<file path="config.mk">
export PLATFORM = sky130hd
export DESIGN_NAME = pe_issue_seq
export DESIGN_NICKNAME = d
export VERILOG_FILES = /design/src/rtl/scgra_pkg.sv /design/src/rtl/wb_delay_line.sv /design/src/rtl/pe_issue_seq.sv
export SDC_FILE = /design/constraint.sdc
export NUM_CORES = 1
export LEC_CHECK = 0
export ABC_CLOCK_PERIOD_IN_PS = 3190
export CAP_MARGIN = 15
export CORE_AREA = 2 2 137 139
export CTS_CLUSTER_DIAMETER = 150
export DETAILED_ROUTE_END_ITERATION = 12
export DIE_AREA = 0 0 139 141
export PLACE_DENSITY = 0.72
export RECOVER_POWER = 100
export SYNTH_ARGS = -nofsm -noshare
export SYNTH_HDL_FRONTEND = slang
export SYNTH_SLANG_ARGS = --single-unit
</file>
<file path="constraint.sdc">
create_clock -name Clk -period 3.19 [get_ports Clk]
set_input_delay 0.638 -clock Clk [delete_from_list [all_inputs] [get_ports Clk]]
set_output_delay 0.638 -clock Clk [all_outputs]
set_load 0.01 [all_outputs]
</file>
<file path="src/rtl/scgra_pkg.sv">
// Shared CGRA PE definitions: opcodes, instruction field layout, ALU latency, sequencer states.
// No logic; imported by the issue sequencer and its sub-blocks.
package scgra_pkg;

  localparam int OPC_W       = 4;
  localparam int ALU_LAT_DEF = 4;

  localparam logic [OPC_W-1:0] OP_NOP    = 4'h0;
  localparam logic [OPC_W-1:0] OP_MULADD = 4'h1;
  localparam logic [OPC_W-1:0] OP_ADDADD = 4'h2;

  // Instruction word {Opcode, Dst, Src0, Src1, Src2}: field index in units of AW, LSB first.
  localparam int FLD_SRC2 = 0;
  localparam int FLD_SRC1 = 1;
  localparam int FLD_SRC0 = 2;
  localparam int FLD_DST  = 3;
  localparam int FLD_OPC  = 4;

  typedef enum logic [1:0] {
    ST_IDLE  = 2'd0,
    ST_RUN   = 2'd1,
    ST_DRAIN = 2'd2,
    ST_DONE  = 2'd3
  } seq_state_t;

endpackage

</file>
<file path="src/rtl/wb_delay_line.sv">
// Write-back tag shift register: DEPTH cycles from in_* to out_*, one entry per cycle.
// No backpressure; empty_nxt means nothing will be presented on out_* after this cycle.
module wb_delay_line #(
  parameter int DEPTH = 4,
  parameter int PW    = 9
) (
  input  logic          Clk,
  input  logic          Reset,
  input  logic          in_vld,
  input  logic [PW-1:0] in_dat,
  output logic          out_vld,
  output logic [PW-1:0] out_dat,
  output logic          empty_nxt
);

  localparam logic [DEPTH-1:0] TAIL = DEPTH'(1) << (DEPTH-1);

  logic [DEPTH-1:0] vld_q;
  logic [PW-1:0]    dat_q [DEPTH];

  always_ff @(posedge Clk) begin
    if (Reset) begin
      vld_q <= '0;
      for (int i = 0; i < DEPTH; i++) dat_q[i] <= '0;
    end else begin
      vld_q    <= (vld_q << 1) | DEPTH'(in_vld);
      dat_q[0] <= in_dat;
      for (int i = 1; i < DEPTH; i++) dat_q[i] <= dat_q[i-1];
    end
  end

  assign out_vld   = vld_q[DEPTH-1];
  assign out_dat   = dat_q[DEPTH-1];
  // Only the output stage (if anything) is occupied and nothing is entering.
  assign empty_nxt = ~in_vld & ~|(vld_q & ~TAIL);

endmodule

</file>
<file path="src/rtl/pe_issue_seq.sv">
// PE instruction sequencer: fetch, operand read, ALU issue, write-back 2+ALU_LAT cycles after fetch.
// One instruction per cycle while running; no stalls and no backpressure.
module pe_issue_seq
  import scgra_pkg::*;
#(
  parameter int DWIDTH  = 32,
  parameter int AW      = 8,
  parameter int IAW     = 8,
  parameter int ALU_LAT = ALU_LAT_DEF
) (
  input  logic              Clk,
  input  logic              Reset,
  input  logic              Start,
  input  logic [IAW:0]      Inst_Num,
  output logic              Busy,
  output logic              Done,
  output logic [IAW-1:0]    IM_Addr,
  input  logic [4+4*AW-1:0] IM_Data,
  output logic [AW-1:0]     DM_RdAddr0,
  output logic [AW-1:0]     DM_RdAddr1,
  output logic [AW-1:0]     DM_RdAddr2,
  input  logic [DWIDTH-1:0] DM_RdData0,
  input  logic [DWIDTH-1:0] DM_RdData1,
  input  logic [DWIDTH-1:0] DM_RdData2,
  output logic [DWIDTH-1:0] ALU_In0,
  output logic [DWIDTH-1:0] ALU_In1,
  output logic [DWIDTH-1:0] ALU_In2,
  output logic [3:0]        Opcode,
  input  logic [DWIDTH-1:0] ALU_Out,
  output logic              DM_WrEn,
  output logic [AW-1:0]     DM_WrAddr,
  output logic [DWIDTH-1:0] DM_WrData
);

  seq_state_t state;
  logic [IAW:0] pc;
  logic [IAW:0] num;

  logic          iss_vld_q1;
  logic          iss_vld_q2;
  logic [3:0]    op_q;
  logic [AW-1:0] dst_q;
  logic [AW-1:0] rd_hold0, rd_hold1, rd_hold2;

  logic          wb_vld;
  logic [AW:0]   wb_dat;
  logic          dl_empty_nxt;

  logic [3:0]    im_op;
  logic [AW-1:0] im_dst, im_src0, im_src1, im_src2;

  assign im_op   = IM_Data[FLD_OPC*AW  +: OPC_W];
  assign im_dst  = IM_Data[FLD_DST*AW  +: AW];
  assign im_src0 = IM_Data[FLD_SRC0*AW +: AW];
  assign im_src1 = IM_Data[FLD_SRC1*AW +: AW];
  assign im_src2 = IM_Data[FLD_SRC2*AW +: AW];

  always_ff @(posedge Clk) begin
    if (Reset) begin
      state <= ST_IDLE;
      pc    <= '0;
      num   <= '0;
      Busy  <= 1'b0;
      Done  <= 1'b0;
    end else begin
      case (state)
        ST_IDLE: begin
          if (Start) begin
            num  <= Inst_Num;
            Busy <= 1'b1;
            if (Inst_Num == '0) begin
              state <= ST_DONE;
              Done  <= 1'b1;
            end else begin
              state <= ST_RUN;
              pc    <= '0;
            end
          end
        end
        ST_RUN: begin
          // PC stops on the last fetch so it never wraps past 2^IAW-1.
          if (pc == num - (IAW+1)'(1)) state <= ST_DRAIN;
          else                         pc    <= pc + (IAW+1)'(1);
        end
        ST_DRAIN: begin
          if (!iss_vld_q1 && dl_empty_nxt) begin
            state <= ST_DONE;
            Done  <= 1'b1;
          end
        end
        ST_DONE: begin
          state <= ST_IDLE;
          Busy  <= 1'b0;
          Done  <= 1'b0;
        end
        default: state <= ST_IDLE;
      endcase
    end
  end

  always_ff @(posedge Clk) begin
    if (Reset) begin
      iss_vld_q1 <= 1'b0;
      iss_vld_q2 <= 1'b0;
      op_q       <= OP_NOP;
      dst_q      <= '0;
      rd_hold0   <= '0;
      rd_hold1   <= '0;
      rd_hold2   <= '0;
    end else begin
      iss_vld_q1 <= (state == ST_RUN);
      iss_vld_q2 <= iss_vld_q1;
      op_q       <= iss_vld_q1 ? im_op : OP_NOP;
      dst_q      <= iss_vld_q1 ? im_dst : dst_q;
      rd_hold0   <= DM_RdAddr0;
      rd_hold1   <= DM_RdAddr1;
      rd_hold2   <= DM_RdAddr2;
    end
  end

  assign IM_Addr    = pc[IAW-1:0];
  assign DM_RdAddr0 = iss_vld_q1 ? im_src0 : rd_hold0;
  assign DM_RdAddr1 = iss_vld_q1 ? im_src1 : rd_hold1;
  assign DM_RdAddr2 = iss_vld_q1 ? im_src2 : rd_hold2;

  assign ALU_In0 = DM_RdData0;
  assign ALU_In1 = DM_RdData1;
  assign ALU_In2 = DM_RdData2;
  assign Opcode  = op_q;

  // Every issued slot is tracked (NOPs included) so the drain length stays fixed.
  wb_delay_line #(
    .DEPTH (ALU_LAT),
    .PW    (AW+1)
  ) u_wb_dl (
    .Clk       (Clk),
    .Reset     (Reset),
    .in_vld    (iss_vld_q2),
    .in_dat    ({op_q != OP_NOP, dst_q}),
    .out_vld   (wb_vld),
    .out_dat   (wb_dat),
    .empty_nxt (dl_empty_nxt)
  );

  assign DM_WrEn   = wb_vld & wb_dat[AW];
  assign DM_WrAddr = wb_dat[AW-1:0];
  assign DM_WrData = ALU_Out;

endmodule

</file>
==> impl_metrics.toml <==
[die]
die_area_um2 = 19600
io_pins = 351
fp.dieW_um = 139
core-area_um2 = 18300
rows = 50
start_util_pct = 27.7
die_y_um = 141

[route]
avgRoutedWirePerCell_um = 13.8
vias_per_cell = 4.35
drt_wl_total_um = 9910
post-route-drc-count = 0
postRouteAntennaNets = 0
dr.pass1.iters = 4
vias = 3135
drtIter0Drc = 101

[timing]
finalSetupTns_ps = 0
fmax_ghz = 0.352
hold_viol_final = 0
fin_crit_sh_pct = 89.1
rsz0062_at_grt = "no"
slew_headroom_pct = -30.1
slew_viol_final = 44
worst_slew_pin_slew_ps = 1950
fin_skew_ps = 9.15
min_period_ps = 2840
setup_viol = 0

[synth]
seq_area_frac_synth_pct = 39.5
synth_flop_cell = "dfxtp_1"
ys_ff_latch = 100
avgSynthCellArea_um2 = 9.39
synthCells = 539
post-synth-top-count-cell = "buf_4"
synth_enable_flop_cells = 0
syn_area_um2 = 5060
synth_common_cells = "145 x buf_4, 100 x dfxtp_1, 64 x nor2b_1"
synthTopCellsByArea = "dfxtp_1 40%, buf_4 21%, nor2b_1 7.9%, mux2_2 5.3%, mux2i_1 3.2%"
yosys_warnings = 0
ys_types = 52
synth.net_count = 722
yosys.area.top_type_share_pct = 39.5
synth_area_leader_cell = "dfxtp_1"
async_flop_share_pct = 0

[power_and_ir_drop]
p_leak_nw = 2.11
p_per_area_nw_per_um2 = 659
ir_worst_vdd_mv = 0.317

[clock_tree]
clock_path_buffers = 2
cts_buffers = 9
postCtsSetupRepairBufs = 0
clk_latency_ps = 350
cts_tree = "done"
post_cts_resized = 0
cts_root_buf = "clkbuf_16"
h-tree-depth = 3
cts.sinks = 100
postCtsHoldBufs = 0
clk_pin_slew_ps = 80

[worst_setup_path]
cp.arrival_ps = 2210
worstSetupPathType = "reg -> out"
critPathLaunchType = "flop"
cp_data_required_time_ps = 2550
crit_chain = "mux2_2 -> clkdlybuf4s50_1"
max_stage_delay_ps = 900
critical_path.slowest_cell = "dfxtp_2"
end_kind = "output pin"
cp_max_fo = 34

[cells_and_area]
n_antenna_cell = 0
finish.instance_area_um2 = 5460
nets = 664
n_fill_cell = 1944
drive_gt1_share_pct = 9.67
syn2layout_area_growth_pct = 7.83

[min_path]
hold_path_class = "reg -> reg"

[grt]
use_met3_pct = 7.37
grt_pass1_wl_um = 15900
met1_usage_pct = 11.3
grt-busiest-layer = "met2"
grt_pass1_vias = 3113
grt_max_degree = 44
met2_usage_pct = 15.1
antenna_found_initial = 0
globalRoute.totalOverflow = 0
grt_usage_pct = 10.2

[place]
place_area_um2 = 5140
place.gp.congestion = 0.790
portBuffers = 94
dp_hpwl_um = 7120

[outcome]
status = "finished, violations left"
violations = "max-capacitance violations, max-slew violations"

[flow_run]
maxCapViolCount = 1
[critical path: cells and delay by family, from the launching register on]
family | cells | cell delay (ps)
flops | 1 | 900
buf+inv | 1 | 480
mux | 1 | 430
[metrics by stage]
| step | hold slack, ps | cells | power (W) | worst slack [ps] | util [%] |
|---|---|---|---|---|---|
| 2_1_floorplan | 414 | 539 | 0.00229 | 957 | - |
| 3_3_place_gp | 419 | 704 | 0.00246 | 662 | 28.1 |
| 3_5_place_dp | 424 | 704 | 0.00248 | 587 | 28.1 |
| 4_1_cts | 437 | 720 | 0.00368 | 264 | 29.9 |
| 5_1_grt | 458 | 720 | 0.00384 | 179 | 29.9 |
| 6_report | 432 | 720 | 0.00360 | 347 | 29.9 |
[registers in the layout, indices dropped and copies added, names as in the netlist]
register	flops
Busy	1
Done	1
Opcode	4
dst_q	8
iss_vld_q1	1
iss_vld_q2	1
num	9
pc	9
rd_hold0	8
rd_hold1	8
rd_hold2	8
state	2
u_wb_dl.dat_q	36
u_wb_dl.vld_q	4
[placed cells by master, fill, tap and decap left out, types with 2 or more instances in the layout]
| cell | instances |
|---|---|
| ha_1 | 7 |
| a221oi_1 | 3 |
| and4_1 | 2 |
| clkinv_8 | 2 |
| nor2b_1 | 64 |
| nand4_1 | 6 |
| xnor2_1 | 4 |
| xor2_1 | 6 |
| nand2b_1 | 9 |
| mux2_1 | 9 |
| inv_1 | 10 |
| dlygate4sd3_1 | 23 |
| clkdlybuf4s50_1 | 70 |
| and2_1 | 5 |
| nand2_1 | 34 |
| or3_1 | 3 |
| a31oi_1 | 3 |
| a21oi_1 | 19 |
| nor2_1 | 19 |
| nor3_1 | 3 |
| nor4_1 | 2 |
| dfxtp_1 | 99 |
| nor4_2 | 2 |
| clkbuf_16 | 9 |
| mux2i_1 | 16 |
| mux2_2 | 15 |
| nand3b_1 | 2 |
| clkbuf_2 | 2 |
| nand3_1 | 5 |
| inv_8 | 3 |
[final cells by class]
cell class                 count  area (µm²)  share of cell area [%]
clock buffer                   9         225                    4.12
clock inverter                 7         104                    1.90
inverter                      10        37.5                   0.687
multi-input combinational    263        1850                    33.8
sequential                   100        2000                    36.7
tap                          234         293                    5.36
timing repair buffer          97         952                    17.4
[path summary, 6_finish.rpt]
| check | from | cells past startpoint | end | slack [ps] |
|---|---|---|---|---|
| min | u_wb_dl.dat_q[0][0] | 1 | u_wb_dl.dat_q[0][9] | 430 |
| min reg2reg | u_wb_dl.dat_q[0][0] | 1 | u_wb_dl.dat_q[0][9] | 430 |
| max | iss_vld_q1 | 2 | DM_RdAddr0[2] | 350 |
| max reg2reg | num[0] | 8 | state[1] | 520 |
[cells by family (layout without fill, tap and decap cells)]
kind of cell | Yosys count | count (layout) | share of synthesized area, %
buffers and inverters | 176 | 123 | 24.0
xor gates and xnor gates | 11 | 11 | 2.05
and+or+nand+nor | 165 | 165 | 18.5
AOI/OAI and AO/OA | 40 | 40 | 5.63
DFF | 100 | 100 | 39.5
adders and majority gates | 7 | 7 | 1.73
muxes | 40 | 40 | 8.50
[per-layer routing]
layer,part of all wire (%),up-vias
met5,0.41,-
met4,1.4,2
met3,14,20
met2,44,204
met1,41,1413
li1,-,1496
[where the power goes]
group | switching [W] | internal (W) | total, W
Sequential | 0.000111 | 0.00136 | 0.00148
Combinational | 0.000454 | 0.000493 | 0.000947
Clock | 0.000539 | 0.000638 | 0.00118
Power figures use the tool's default switching activity.
